File: src/rtl/fb_packet_rx_if.sv
// Word-serial receive stream into the feedback-packet decoder.
// The radio receive buffer is the master; the decoder is the slave.
interface fb_packet_rx_if #(
  parameter int WORD_WIDTH = 16
);
  logic [WORD_WIDTH-1:0] in_data;
  logic                  in_valid;
  logic                  in_ready;

  modport master (output in_data, output in_valid, input in_ready);
  modport slave  (input in_data, input in_valid, output in_ready);
endinterface

File: src/rtl/fb_packet_rx.sv
// Feedback-packet decoder: validates header, length, checksum and source,
// then presents the four fields and starts the cost-learning stage.
module fb_packet_rx #(
   parameter int         WORD_WIDTH   = 16,
   parameter logic [7:0] FB_TYPE      = 8'h01,
   parameter int         FB_LEN       = 5,
   parameter int         DONE_TIMEOUT = 1023
) (
   input  logic                  clock,
   input  logic                  rst,
   fb_packet_rx_if.slave         in_if,
   input  logic [WORD_WIDTH-1:0] node_id,
   output logic [WORD_WIDTH-1:0] fsourceID,
   output logic [WORD_WIDTH-1:0] fbatteryStat,
   output logic [WORD_WIDTH-1:0] fValue,
   output logic [WORD_WIDTH-1:0] fclusterID,
   output logic                  lc_en,
   input  logic                  lc_done,
   output logic [15:0]           rx_count,
   output logic [15:0]           drop_count
);

   localparam int              TW         = (DONE_TIMEOUT < 1) ? 1 : $clog2(DONE_TIMEOUT + 1);
   localparam logic [7:0]      LEN_CODE   = 8'(FB_LEN);
   localparam logic [7:0]      LAST_IDX   = 8'(FB_LEN - 1);
   localparam logic [TW-1:0]   TIMEOUT_W  = TW'(DONE_TIMEOUT);

   typedef enum logic [2:0] {
      S_IDLE, S_COLLECT, S_DISCARD, S_CHECK, S_ISSUE, S_WAIT_DONE
   } state_t;

   state_t                state;
   logic                  ready_q;
   logic [7:0]            cnt;
   logic [WORD_WIDTH-1:0] xor_acc;
   logic [WORD_WIDTH-1:0] shadow [4];
   logic [TW-1:0]         timer;

   logic                  xfer;
   logic [7:0]            hdr_type;
   logic [7:0]            hdr_len;

   assign in_if.in_ready = ready_q;
   assign xfer           = in_if.in_valid & ready_q;
   assign hdr_type       = in_if.in_data[15:8];
   assign hdr_len        = in_if.in_data[7:0];

   always_ff @(posedge clock) begin
      if (rst) begin
         state        <= S_IDLE;
         ready_q      <= 1'b1;
         cnt          <= '0;
         xor_acc      <= '0;
         timer        <= '0;
         lc_en        <= 1'b0;
         fsourceID    <= '0;
         fbatteryStat <= '0;
         fValue       <= '0;
         fclusterID   <= '0;
         rx_count     <= '0;
         drop_count   <= '0;
         // NOTE: the shadow array is only four words, so clearing it costs nothing
         // and keeps a reset mid-packet from leaving stale fields behind.
         for (int i = 0; i < 4; i++) shadow[i] <= '0;
      end else begin
         // NOTE: every register here uses <= so all branches see pre-edge values.
         lc_en <= 1'b0;
         unique case (state)
            S_IDLE: begin
               if (xfer) begin
                  if (hdr_type == FB_TYPE && hdr_len == LEN_CODE) begin
                     state   <= S_COLLECT;
                     cnt     <= '0;
                     xor_acc <= in_if.in_data;
                  end else begin
                     drop_count <= drop_count + 16'd1;
                     if (hdr_len != 8'd0) begin
                        state <= S_DISCARD;
                        cnt   <= hdr_len;
                     end
                  end
               end
            end

            S_COLLECT: begin
               if (xfer) begin
                  xor_acc <= xor_acc ^ in_if.in_data;
                  if (cnt < 8'd4) shadow[cnt[1:0]] <= in_if.in_data;
                  if (cnt == LAST_IDX) begin
                     state   <= S_CHECK;
                     ready_q <= 1'b0;
                  end else begin
                     cnt <= cnt + 8'd1;
                  end
               end
            end

            S_DISCARD: begin
               if (xfer) begin
                  cnt <= cnt - 8'd1;
                  if (cnt == 8'd1) state <= S_IDLE;
               end
            end

            // Running XOR includes the checksum word, so a clean packet folds to zero.
            S_CHECK: begin
               if (xor_acc == '0 && shadow[0] != node_id) begin
                  fsourceID    <= shadow[0];
                  fbatteryStat <= shadow[1];
                  fValue       <= shadow[2];
                  fclusterID   <= shadow[3];
                  rx_count     <= rx_count + 16'd1;
                  lc_en        <= 1'b1;
                  state        <= S_ISSUE;
               end else begin
                  drop_count <= drop_count + 16'd1;
                  state      <= S_IDLE;
                  ready_q    <= 1'b1;
               end
            end

            S_ISSUE: begin
               state <= S_WAIT_DONE;
               timer <= '0;
            end

            S_WAIT_DONE: begin
               if (lc_done) begin
                  state   <= S_IDLE;
                  ready_q <= 1'b1;
               end else if (timer == TIMEOUT_W) begin
                  drop_count <= drop_count + 16'd1;
                  state      <= S_IDLE;
                  ready_q    <= 1'b1;
               end else begin
                  timer <= timer + 1'b1;
               end
            end

            default: begin
               state   <= S_IDLE;
               ready_q <= 1'b1;
            end
         endcase
      end
   end

endmodule
File: src/flat_wrapper.sv
// flat-port wrapper written by rule: the top's interface ports become plain ports
module fb_packet_rx_flat 
#(
   parameter int         WORD_WIDTH   = 16,
   parameter logic [7:0] FB_TYPE      = 8'h01,
   parameter int         FB_LEN       = 5,
   parameter int         DONE_TIMEOUT = 1023
)
  (clock, rst, node_id, fsourceID, fbatteryStat, fValue, fclusterID, lc_en, lc_done, rx_count, drop_count, in_if_in_data, in_if_in_valid, in_if_in_ready);
  fb_packet_rx_if #(.WORD_WIDTH(WORD_WIDTH)) in_if_i ();
  input  logic clock;
  input  logic rst;
  input  logic [WORD_WIDTH-1:0] node_id;
  output logic [WORD_WIDTH-1:0] fsourceID;
  output logic [WORD_WIDTH-1:0] fbatteryStat;
  output logic [WORD_WIDTH-1:0] fValue;
  output logic [WORD_WIDTH-1:0] fclusterID;
  output logic lc_en;
  input  logic lc_done;
  output logic [15:0] rx_count;
  output logic [15:0] drop_count;
  input wire logic [$bits(in_if_i.in_data)-1:0] in_if_in_data;
  input wire logic [$bits(in_if_i.in_valid)-1:0] in_if_in_valid;
  output wire logic [$bits(in_if_i.in_ready)-1:0] in_if_in_ready;
  assign in_if_i.in_data = in_if_in_data;
  assign in_if_i.in_valid = in_if_in_valid;
  assign in_if_in_ready = in_if_i.in_ready;
  fb_packet_rx #(.WORD_WIDTH(WORD_WIDTH), .FB_TYPE(FB_TYPE), .FB_LEN(FB_LEN), .DONE_TIMEOUT(DONE_TIMEOUT)) u_core (.clock(clock), .rst(rst), .in_if(in_if_i), .node_id(node_id), .fsourceID(fsourceID), .fbatteryStat(fbatteryStat), .fValue(fValue), .fclusterID(fclusterID), .lc_en(lc_en), .lc_done(lc_done), .rx_count(rx_count), .drop_count(drop_count));
endmodule
File: config.mk
export PLATFORM = sky130hd
export DESIGN_NAME = fb_packet_rx_flat
export DESIGN_NICKNAME = d
export VERILOG_FILES = /design/src/rtl/fb_packet_rx_if.sv /design/src/rtl/fb_packet_rx.sv /design/src/flat_wrapper.sv
export SDC_FILE = /design/constraint.sdc
export NUM_CORES = 1
export LEC_CHECK = 0
export BUFFER_PORTS_ARGS = -buffer_cell sky130_fd_sc_hd__buf_2
export CAP_MARGIN = 20
export CORE_ASPECT_RATIO = 2
export CORE_MARGIN = 2
export CORE_UTILIZATION = 55
export DETAILED_ROUTE_END_ITERATION = 8
export PLACE_DENSITY = 0.82
export SETUP_SLACK_MARGIN = 0.1
export SYNTH_ARGS = -nofsm -noshare
export SYNTH_HDL_FRONTEND = slang
export SYNTH_SLANG_ARGS = --single-unit
File: constraint.sdc
create_clock -name clock -period 7.6 [get_ports clock]
set_clock_uncertainty 0.05 [all_clocks]
set_input_delay 0.76 -clock clock [delete_from_list [all_inputs] [get_ports clock]]
set_output_delay 0.76 -clock clock [all_outputs]
set_load 0.01 [all_outputs]
Word-level counts from Yosys, hierarchy flattened
Memories as Yosys holds them, arrays and structs flattened. A register that Yosys moved wholly into a read port is not among the register bits.
Index checks and enable logic that the tools add are counted.
{"block": "op_classes", "n_addsub": 5, "order_cmp": 1, "n_eq_ne": 25, "muxes": 48, "bitwise_logic": 4, "n_reduce_logical": 19}
{"operator": "$mux W16", "count": 9}
{"operator": "$mux W8", "count": 6}
{"operator": "$pmux W16 S3", "count": 1}
{"operator": "$add A16 B1 Y16 const B", "count": 2}
{"operator": "$pmux W16 S2", "count": 1}
{"operator": "$mux W3", "count": 10}
{"operator": "$pmux W8 S3", "count": 1}
{"operator": "$mux W10", "count": 2}
{"operator": "$pmux W10 S2", "count": 1}
{"operator": "$pmux W3 S6", "count": 1}
{"operator": "$eq A8 B1 Y1 const B", "count": 2}
{"operator": "$eq A8 B3 Y1 const B", "count": 2}
{"operator": "$logic_not A16 Y1", "count": 1}
{"operator": "$ne A16 B16 Y1", "count": 1}
{"operator": "$reduce_or A16 Y1", "count": 1}
{"operator": "$xor A16 B16 Y16", "count": 1}
{"operator": "$mux W1", "count": 14}
{"operator": "$ne A2 B1 Y1 const B", "count": 7}
{"operator": "$reduce_and A6 Y1", "count": 2}
{"operator": "$add A10 B1 Y10 const B", "count": 1}
{"operator": "$eq A10 B10 Y1 const B", "count": 1}
{"operator": "$ne A2 B2 Y1 const B", "count": 5}
{"operator": "$add A8 B1 Y8 const B", "count": 1}
{"operator": "$lt A8 B3 Y1 const B", "count": 1}
{"operator": "22 further kinds", "count": 28}
{"block": "totals", "regBits": 87, "ram_bits": 64, "in_bits": 36, "out_inout_bits": 98, "elab_cells": 112, "memories": 1}
{"name": "u_core.shadow", "depth": 4, "width": 16, "read_ports": 4, "rd_ports_with_merged_regs": 3, "wr": 4, "line": "fb_packet_rx.sv:36", "text": "logic [WORD_WIDTH-1:0] shadow [4];"}

Depth between registers and ports, before layout
Gate-level depths: netlist of run 1.
{"block": "logic_depth", "word_depth": 8, "ltp_mapped": 10, "ltp_nobuf": 8}

Least setup slack after synthesis of run 1
No wires, ideal clock.
{"block": "synth_path", "path_kind": "input port to flip-flop", "startpoint": "input port node_id[1]", "endpoint": "register u_core.drop_count[13]", "setup_time_ns": 0.121, "arrival_ns": 2.549, "required_time_ns": 7.429, "slack_ns": 4.880, "stages": 6, "n_path_buf": 0, "path_cell_list": "xor2_1 nor4_1 nand4_2 a2111o_1 nor4_1 mux2_2"}
{"block": "synth_via", "elab_chain_len": 4}
{"element": "from (decl)", "line": "flat_wrapper.sv:13", "text": "input logic [WORD_WIDTH-1:0] node_id;"}
{"element": "$ne A16 B16 Y1", "line": "fb_packet_rx.sv:107", "text": "if (xor_acc == '0 && shadow[0] != node_id) begin"}
{"element": "$logic_and A1 B1 Y1", "line": "fb_packet_rx.sv:107"}
{"element": "$ne A2 B2 Y1 (no source line)"}
{"element": "$reduce_and A6 Y1 (no source line)"}
{"element": "to (signal assigned)", "line": "fb_packet_rx.sv:76", "text": "drop_count <= drop_count + 16'd1;"}
{"element": "to (signal assigned)", "line": "fb_packet_rx.sv:116", "text": "drop_count <= drop_count + 16'd1;"}
{"element": "to (signal assigned)", "line": "fb_packet_rx.sv:132", "text": "drop_count <= drop_count + 16'd1;"}
{"element": "to (decl)", "line": "fb_packet_rx.sv:20", "text": "output logic [15:0] drop_count"}
Every way passes these cells.
A chain may end at the register's enable or synchronous reset.

==> metrics, run 1 <==
arrival time of the worst setup path 3.43 ns; multi-input combinational cell area 3744 sq um; number of levels in the clock H-tree 4; worst setup path class reg -> reg; maximum number of pins on one net before global-route repair 76; DRC errors left 0; area of all sequential standard cells 4624 sq um; total I/O pin count 134; IO Port Bufs 133; maximum clock path buffer count 2; Cells after Synth 926; post-cts sizing count 0; routability cong. 0.8598; final-report hold violation count 0; launching element type of the critical path flip-flop; leading cell types in the layout, fill and taps excluded 192 x sky130_fd_sc_hd__nand2_1, 135 x sky130_fd_sc_hd__dfxtp_1, 132 x sky130_fd_sc_hd__buf_2, 95 x sky130_fd_sc_hd__a21oi_1, 68 x sky130_fd_sc_hd__nor2_1; total wire length 21.47 mm; Setup Total Neg Slack 0 ns; flip-flop and latch count after synthesis 199; dpl hpwl 14.51 mm; Period Utilization, post-route 44.08%; combined area of all synthesized cells 8635 sq um; total setup buffers inserted after CTS 0; Async S/R FF share, synth 0%; final max-slew violation count 0; largest vdd supply drop 167.5 uV; CTS hold repair buffers 0; worst hold stages 2; max_cap viols 0; setup repair after global routing missed its margin no; predominant post-synthesis flop cell sky130_fd_sc_hd__dfxtp_1; maximum clock frequency 298.5 MHz; Power per Cell Area 212.0 nW/um^2; total routing resource utilization after global routing 26.06%; final net count 1081; required time of the critical path 7.68 ns; router iterations before antenna repair 7; Total Power Consumption 2.111 mW; CTS tree built; diodes inserted 0; leading cell type in the layout, fill and taps excluded sky130_fd_sc_hd__nand2_1; number of rows created at floorplan 64; clock latency on the worst-skew pair 0.44 ns; Hold/Removal Path Class reg -> reg; area growth from synthesis to final layout 15.33%; placeable core region 15290 sq um; area of the die 16780 sq um; Slew Limit Headroom 40.34%; residual antenna-violating net count after detailed routing 0; Initial Utilization 56.45%; actual slew at the worst max-slew pin 0.8916 ns; number of global-route vias before repair 6988; final instance area 9958 sq um; worst setup slack before clock tree synthesis 4.093 ns; Final Critical Period 3.350 ns; setup slack after layout 4.250 ns; number of DRC violations after detailed-routing iteration 0 485; number of antenna violations at the first check in global routing 0; post-synthesis sequential area ratio 53.56%; mean routed wirelength per cell 17.19 um; CTS Root Buffer Type sky130_fd_sc_hd__clkbuf_16; leak pwr 4.000 nW; wire length of the first global-routing pass 34.47 mm; global-route congestion overflow total 0; number of flops mapped to enable cells by yosys 64; per-instance average area after synthesis 9.325 sq um; number of vias per cell after detailed routing 5.765; DP Area 9400 sq um; via count 7200; type of element capturing the critical path flip-flop; number of clock sinks 199; Worst-path clk slew 0.08 ns; syn_nets 969; clock buffers created by TritonCTS 17; count of distinct cell types in the synthesized netlist 62; number of synthesis warnings 0; Fillers 1269; layout cells sized above 1 18.27%; final setup vio count 0; Max Fanout on Critical Path 15; result of the run completed; cell count of the worst reg-to-reg path 5; floorplan die width 92.60 um; height of the chip 181.2 um
==> power breakdown <==
part           switching, mW  total (mW)  internal, mW  leakage [nW]
Sequential            0.0178        1.13          1.11          1.75
Clock                  0.418       0.866         0.448         0.277
Combinational         0.0757       0.116        0.0398          1.97
==> kinds of logic after synthesis <==
logic type | synth area share (%)
AND/OR/NAND/NOR | 25.30
AO/OA/AOI/OAI | 10.93
buffers and inverters | 3.159
flip-flops | 53.56
adder cells (fa/ha/maj) | 1.014
XOR/XNOR | 4.767
multiplexers | 1.275
==> sequential cells by signal, summed over array words and instances, names as in the netlist, 10 cells and up <==
register / cells
fValue: 16
fbatteryStat: 16
fclusterID: 16
fsourceID: 16
u_core.drop_count: 16
u_core.rx_count: 16
u_core.shadow: 64
u_core.timer: 10
u_core.xor_acc: 16
==> critical path, cell delays in order, from the launching register on <==
cell and delay (ns):
sky130_fd_sc_hd__dfxtp_1 0.63, sky130_fd_sc_hd__inv_1 0.23, sky130_fd_sc_hd__nor3_1 0.70, sky130_fd_sc_hd__nand3_1 0.39, sky130_fd_sc_hd__o21bai_1 0.69, sky130_fd_sc_hd__buf_4 0.33
==> cell usage after synthesis (15+ instances only) <==
| cell type | count | area share, % |
|---|---|---|
| sky130_fd_sc_hd__a21oi_1 | 95 | 5.5 |
| sky130_fd_sc_hd__and2_1 | 56 | 4.1 |
| sky130_fd_sc_hd__and3_1 | 24 | 1.7 |
| sky130_fd_sc_hd__clkbuf_1 | 39 | 1.7 |
| sky130_fd_sc_hd__dfxtp_1 | 135 | 31 |
| sky130_fd_sc_hd__edfxtp_1 | 64 | 22 |
| sky130_fd_sc_hd__nand2_1 | 192 | 8.3 |
| sky130_fd_sc_hd__nor2_1 | 68 | 3.0 |
| sky130_fd_sc_hd__o21ai_0 | 15 | 0.87 |
| sky130_fd_sc_hd__or4_1 | 16 | 1.4 |
| sky130_fd_sc_hd__xnor2_1 | 20 | 2.0 |
| sky130_fd_sc_hd__xor2_1 | 27 | 2.7 |
==> metal layers <==
layer,track usage [%],vias to the layer above,wire (um)
met3,5.088,58,1228
met2,47.42,266,11580
met1,28.36,3425,7906
met5,0,-,0
met4,12.48,0,756
li1,-,3451,-
==> worst paths after layout <==
check	to	startpoint	slack, ns
hold / removal	fclusterID[11]	fclusterID[11]	0.40
setup reg to reg	u_core.shadow[1][11]	u_core.state[0]	4.25
setup / recovery	u_core.shadow[1][11]	u_core.state[0]	4.25
hold reg to reg	fclusterID[11]	fclusterID[11]	0.40
==> through the flow <==
step / hold slack [ns] / std cells / utilization, %
after floorplan: 0.4040 / 926 / -
after global placement: 0.3893 / 1217 / 61.46
after detailed placement: 0.3939 / 1217 / 61.46
after CTS: 0.4039 / 1249 / 65.11
after global routing: 0.4260 / 1249 / 65.11
final: 0.4029 / 1249 / 65.11
==> final cells by class <==
class,instances,area share [%]
Sequential cell,199,46.44
Clock buffer,20,4.586
Tap cell,198,2.488
Inverter,9,0.3392
Clock inverter,12,1.018
Timing Repair Buffer,144,7.539
Multi-Input combinational cell,667,37.59
(Power assumes the default switching activity.)
==> inputs of run 2 (changes only) <==
clock period = 3.2 ns   (was 7.6 ns; I/O delays follow)
==> run 2 against run 1 <==
Compared with the run above: core utilization grew 0.85 points; clock power grew to 2.5 times the previous value; cell area grew 1.3%.
==> metrics, run 2 (synthesis gave the netlist of run 1 again) <==
fin util 65.96% (was 65.11%); type of element capturing the critical path flip-flop (unchanged); required time of the critical path 3.51 ns (was 7.68 ns); largest vdd supply drop 390.4 uV (was 167.5 uV); clock buffers created by TritonCTS 17 (unchanged); maximum clock frequency 345.6 MHz (was 298.5 MHz); area growth from synthesis to final layout 16.84% (was 15.33%); layout cells sized above 1 18.73% (was 18.27%); area of the die 16780 sq um (unchanged); Period Utilization, post-route 90.42% (was 44.08%); number of vias per cell after detailed routing 5.727 (was 5.765); leading cell types in the layout, fill and taps excluded 192 x sky130_fd_sc_hd__nand2_1, 135 x sky130_fd_sc_hd__dfxtp_1, 132 x sky130_fd_sc_hd__buf_2, 95 x sky130_fd_sc_hd__a21oi_1, 68 x sky130_fd_sc_hd__nor2_1 (unchanged); DRC errors left 0 (unchanged); final setup vio count 0 (unchanged); Final Critical Period 2.894 ns (was 3.350 ns); Slew Limit Headroom 52.59% (was 40.34%); Setup Total Neg Slack 0 ns (unchanged); placeable core region 15290 sq um (unchanged); total wire length 21.50 mm (was 21.47 mm); CTS tree built (unchanged); post-cts sizing count 0 (unchanged); start point of the worst min-delay path in_if_in_data[0] (was fclusterID[11]); cell-internal power 3.866 mW (was 1.599 mW); IO Port Bufs 133 (unchanged); dpl cells 1223 (was 1217); number of clock sinks 199 (unchanged); result of the run completed (unchanged); max_cap viols 0 (unchanged); Worst-path clk slew 0.08 ns (about the same); clock latency on the worst-skew pair 0.44 ns (about the same); CTS hold repair buffers 0 (unchanged); number of global-route vias before repair 6837 (was 6988); mean routed wirelength per cell 17.13 um (was 17.19 um); maximum number of pins on one net before global-route repair 76 (unchanged); slack of the worst reg-to-reg path 0.31 ns (was 4.25 ns); global-route congestion overflow total 0 (unchanged); setup repair after global routing missed its margin no (unchanged); Worst R2R Start u_core.shadow[0][14] (was u_core.state[0]); final max-slew violation count 0 (unchanged); number of DRC violations after detailed-routing iteration 0 593 (was 485); launching element type of the critical path flip-flop (unchanged); cell count of the worst reg-to-reg path 6 (was 5); register with the most flip-flops u_core.shadow (unchanged); Fillers 1237 (was 1269); dpl hpwl 14.79 mm (was 14.51 mm); Worst Hold End u_core.cnt[0] (was fclusterID[11]); number of standard cells in the layout, taps in and fillers out 1255 (was 1249); number of rows created at floorplan 64 (unchanged); combinational group share of total power 5.6% (was 5.5%); final net count 1087 (was 1081); fraction of power consumed by sequential logic 52.1% (was 53.5%); height of the chip 181.2 um (unchanged); worst-path cell chain xor2_1 -> nor4_1 -> nand4_2 -> and2_2 -> or4_1 -> a21oi_1 (was inv_1 -> nor3_1 -> nand3_1 -> o21bai_1 -> buf_4); wire length of the first global-routing pass 34.31 mm (was 34.47 mm); Max Fanout on Critical Path 31 (was 15); total setup buffers inserted after CTS 0 (unchanged); worst hold stages 3 (was 2); Power per Cell Area 509.1 nW/um^2 (was 212.0 nW/um^2); final-report hold violation count 0 (unchanged); NetSw 1.271 mW (was 0.5119 mW); leak pwr 4.063 nW (was 4.000 nW); maximum clock path buffer count 2 (unchanged); number of levels in the clock H-tree 4 (unchanged); number of antenna violations at the first check in global routing 0 (unchanged); CTS Root Buffer Type sky130_fd_sc_hd__clkbuf_16 (unchanged); router iterations before antenna repair 5 (was 7); clock network power share 42.3% (was 41.0%); routability cong. 0.8968 (was 0.8598); residual antenna-violating net count after detailed routing 0 (unchanged); total routing resource utilization after global routing 25.95% (was 26.06%); total I/O pin count 134 (unchanged); worst reg2reg path endpoint u_core.drop_count[3] (was u_core.shadow[1][11]); diodes inserted 0 (unchanged); flip-flop count of the largest register, all copies and words added 64 (unchanged); actual slew at the worst max-slew pin 0.7064 ns (was 0.8916 ns); slowest stage cell, crit path sky130_fd_sc_hd__or4_1 (was sky130_fd_sc_hd__nor3_1); Initial Utilization 56.45% (unchanged); switching power share of the total 24.74% (was 24.25%); leading cell type in the layout, fill and taps excluded sky130_fd_sc_hd__nand2_1 (unchanged); Hold/Removal Path Class in -> reg (was reg -> reg); maximum cell stage delay along the critical path 0.58 ns (was 0.70 ns); worst setup path class reg -> reg (unchanged); via count 7188 (was 7200); floorplan die width 92.60 um (unchanged); arrival time of the worst setup path 3.20 ns (was 3.43 ns)
==> run 2: cell count changes in the layout (fill, tap and decap cells not counted) <==
cell / previous run / this run
sky130_fd_sc_hd__clkinvlp_4: 1 / 0
sky130_fd_sc_hd__clkinv_8: 0 / 3
sky130_fd_sc_hd__inv_6: 5 / 4
sky130_fd_sc_hd__clkbuf_1: 1 / 0
sky130_fd_sc_hd__buf_4: 12 / 15
sky130_fd_sc_hd__inv_4: 3 / 0
sky130_fd_sc_hd__clkinv_1: 0 / 1
sky130_fd_sc_hd__clkinv_4: 1 / 2
sky130_fd_sc_hd__inv_8: 2 / 4
sky130_fd_sc_hd__bufinv_16: 0 / 1
sky130_fd_sc_hd__clkbuf_8: 2 / 0
sky130_fd_sc_hd__buf_12: 0 / 3
==> run 2: per-stage QoR <==
stage / hold slack, ns / instance area, sq um / total power, mW / setup WS, ns
detailed placement: 0.3960 / 9483 / 3.017 / 0.3452
global route: 0.2349 / 10090 / 5.291 / 0.1859
finish: 0.2243 / 10090 / 5.136 / 0.3064
CTS: 0.2151 / 10090 / 5.154 / 0.2946
floorplan: 0.4040 / 8635 / 2.898 / 0.5335
global placement: 0.3893 / 9483 / 3.008 / 0.4417
==> run 2: layout make-up <==
type | count | area (sq um) | share of cell area [%]
multi-input cells | 667 | 3744 | 37.11
repair buffers | 150 | 833.3 | 8.260
clock inverters | 15 | 180.2 | 1.786
flip-flops and latches | 199 | 4624 | 45.84
well taps | 198 | 247.7 | 2.456
clock buffers | 17 | 425.4 | 4.217
inverters | 9 | 33.78 | 0.3349
==> run 2: power groups by stage <==
stage	clock network [mW]	registers, mW	logic (mW)
after floorplan	0	2.72	0.178
after global placement	0	2.73	0.279
after detailed placement	0	2.73	0.285
after CTS	2.19	2.67	0.288
after global routing	2.30	2.68	0.317
final	2.17	2.67	0.290
==> run 2: routing by layer <==
layer  GRT usage [%]  vias to the layer above  wire length (um)
met4           12.48                        0               821
met1           29.09                     3409              8070
met2           46.72                      269             11520
met3           4.420                       59              1086
met5               0                        -                 0
li1                -                     3451                 -
==> run 2: critical path: cells and delay by family, from the launching register on <==
family                    cells  cell delay, ns
AOI/OAI and AO/OA             1            0.17
xor gates and xnor gates      1            0.18
DFF                           1            0.42
and+or+nand+nor               4            1.99
==> run 2: how the worst max path moves through the flow <==
| stage | endpoint | from | cells past startpoint |
|---|---|---|---|
| after floorplan | u_core.shadow[0][0] | u_core.cnt[4] | 5 |
| after global placement | u_core.drop_count[14] | node_id[12] | 7 |
| after detailed placement | u_core.drop_count[14] | u_core.shadow[0][14] | 6 |
| after CTS | u_core.drop_count[3] | u_core.shadow[0][14] | 6 |
| after global routing | u_core.drop_count[13] | u_core.shadow[0][14] | 6 |
| final | u_core.drop_count[3] | u_core.shadow[0][14] | 6 |
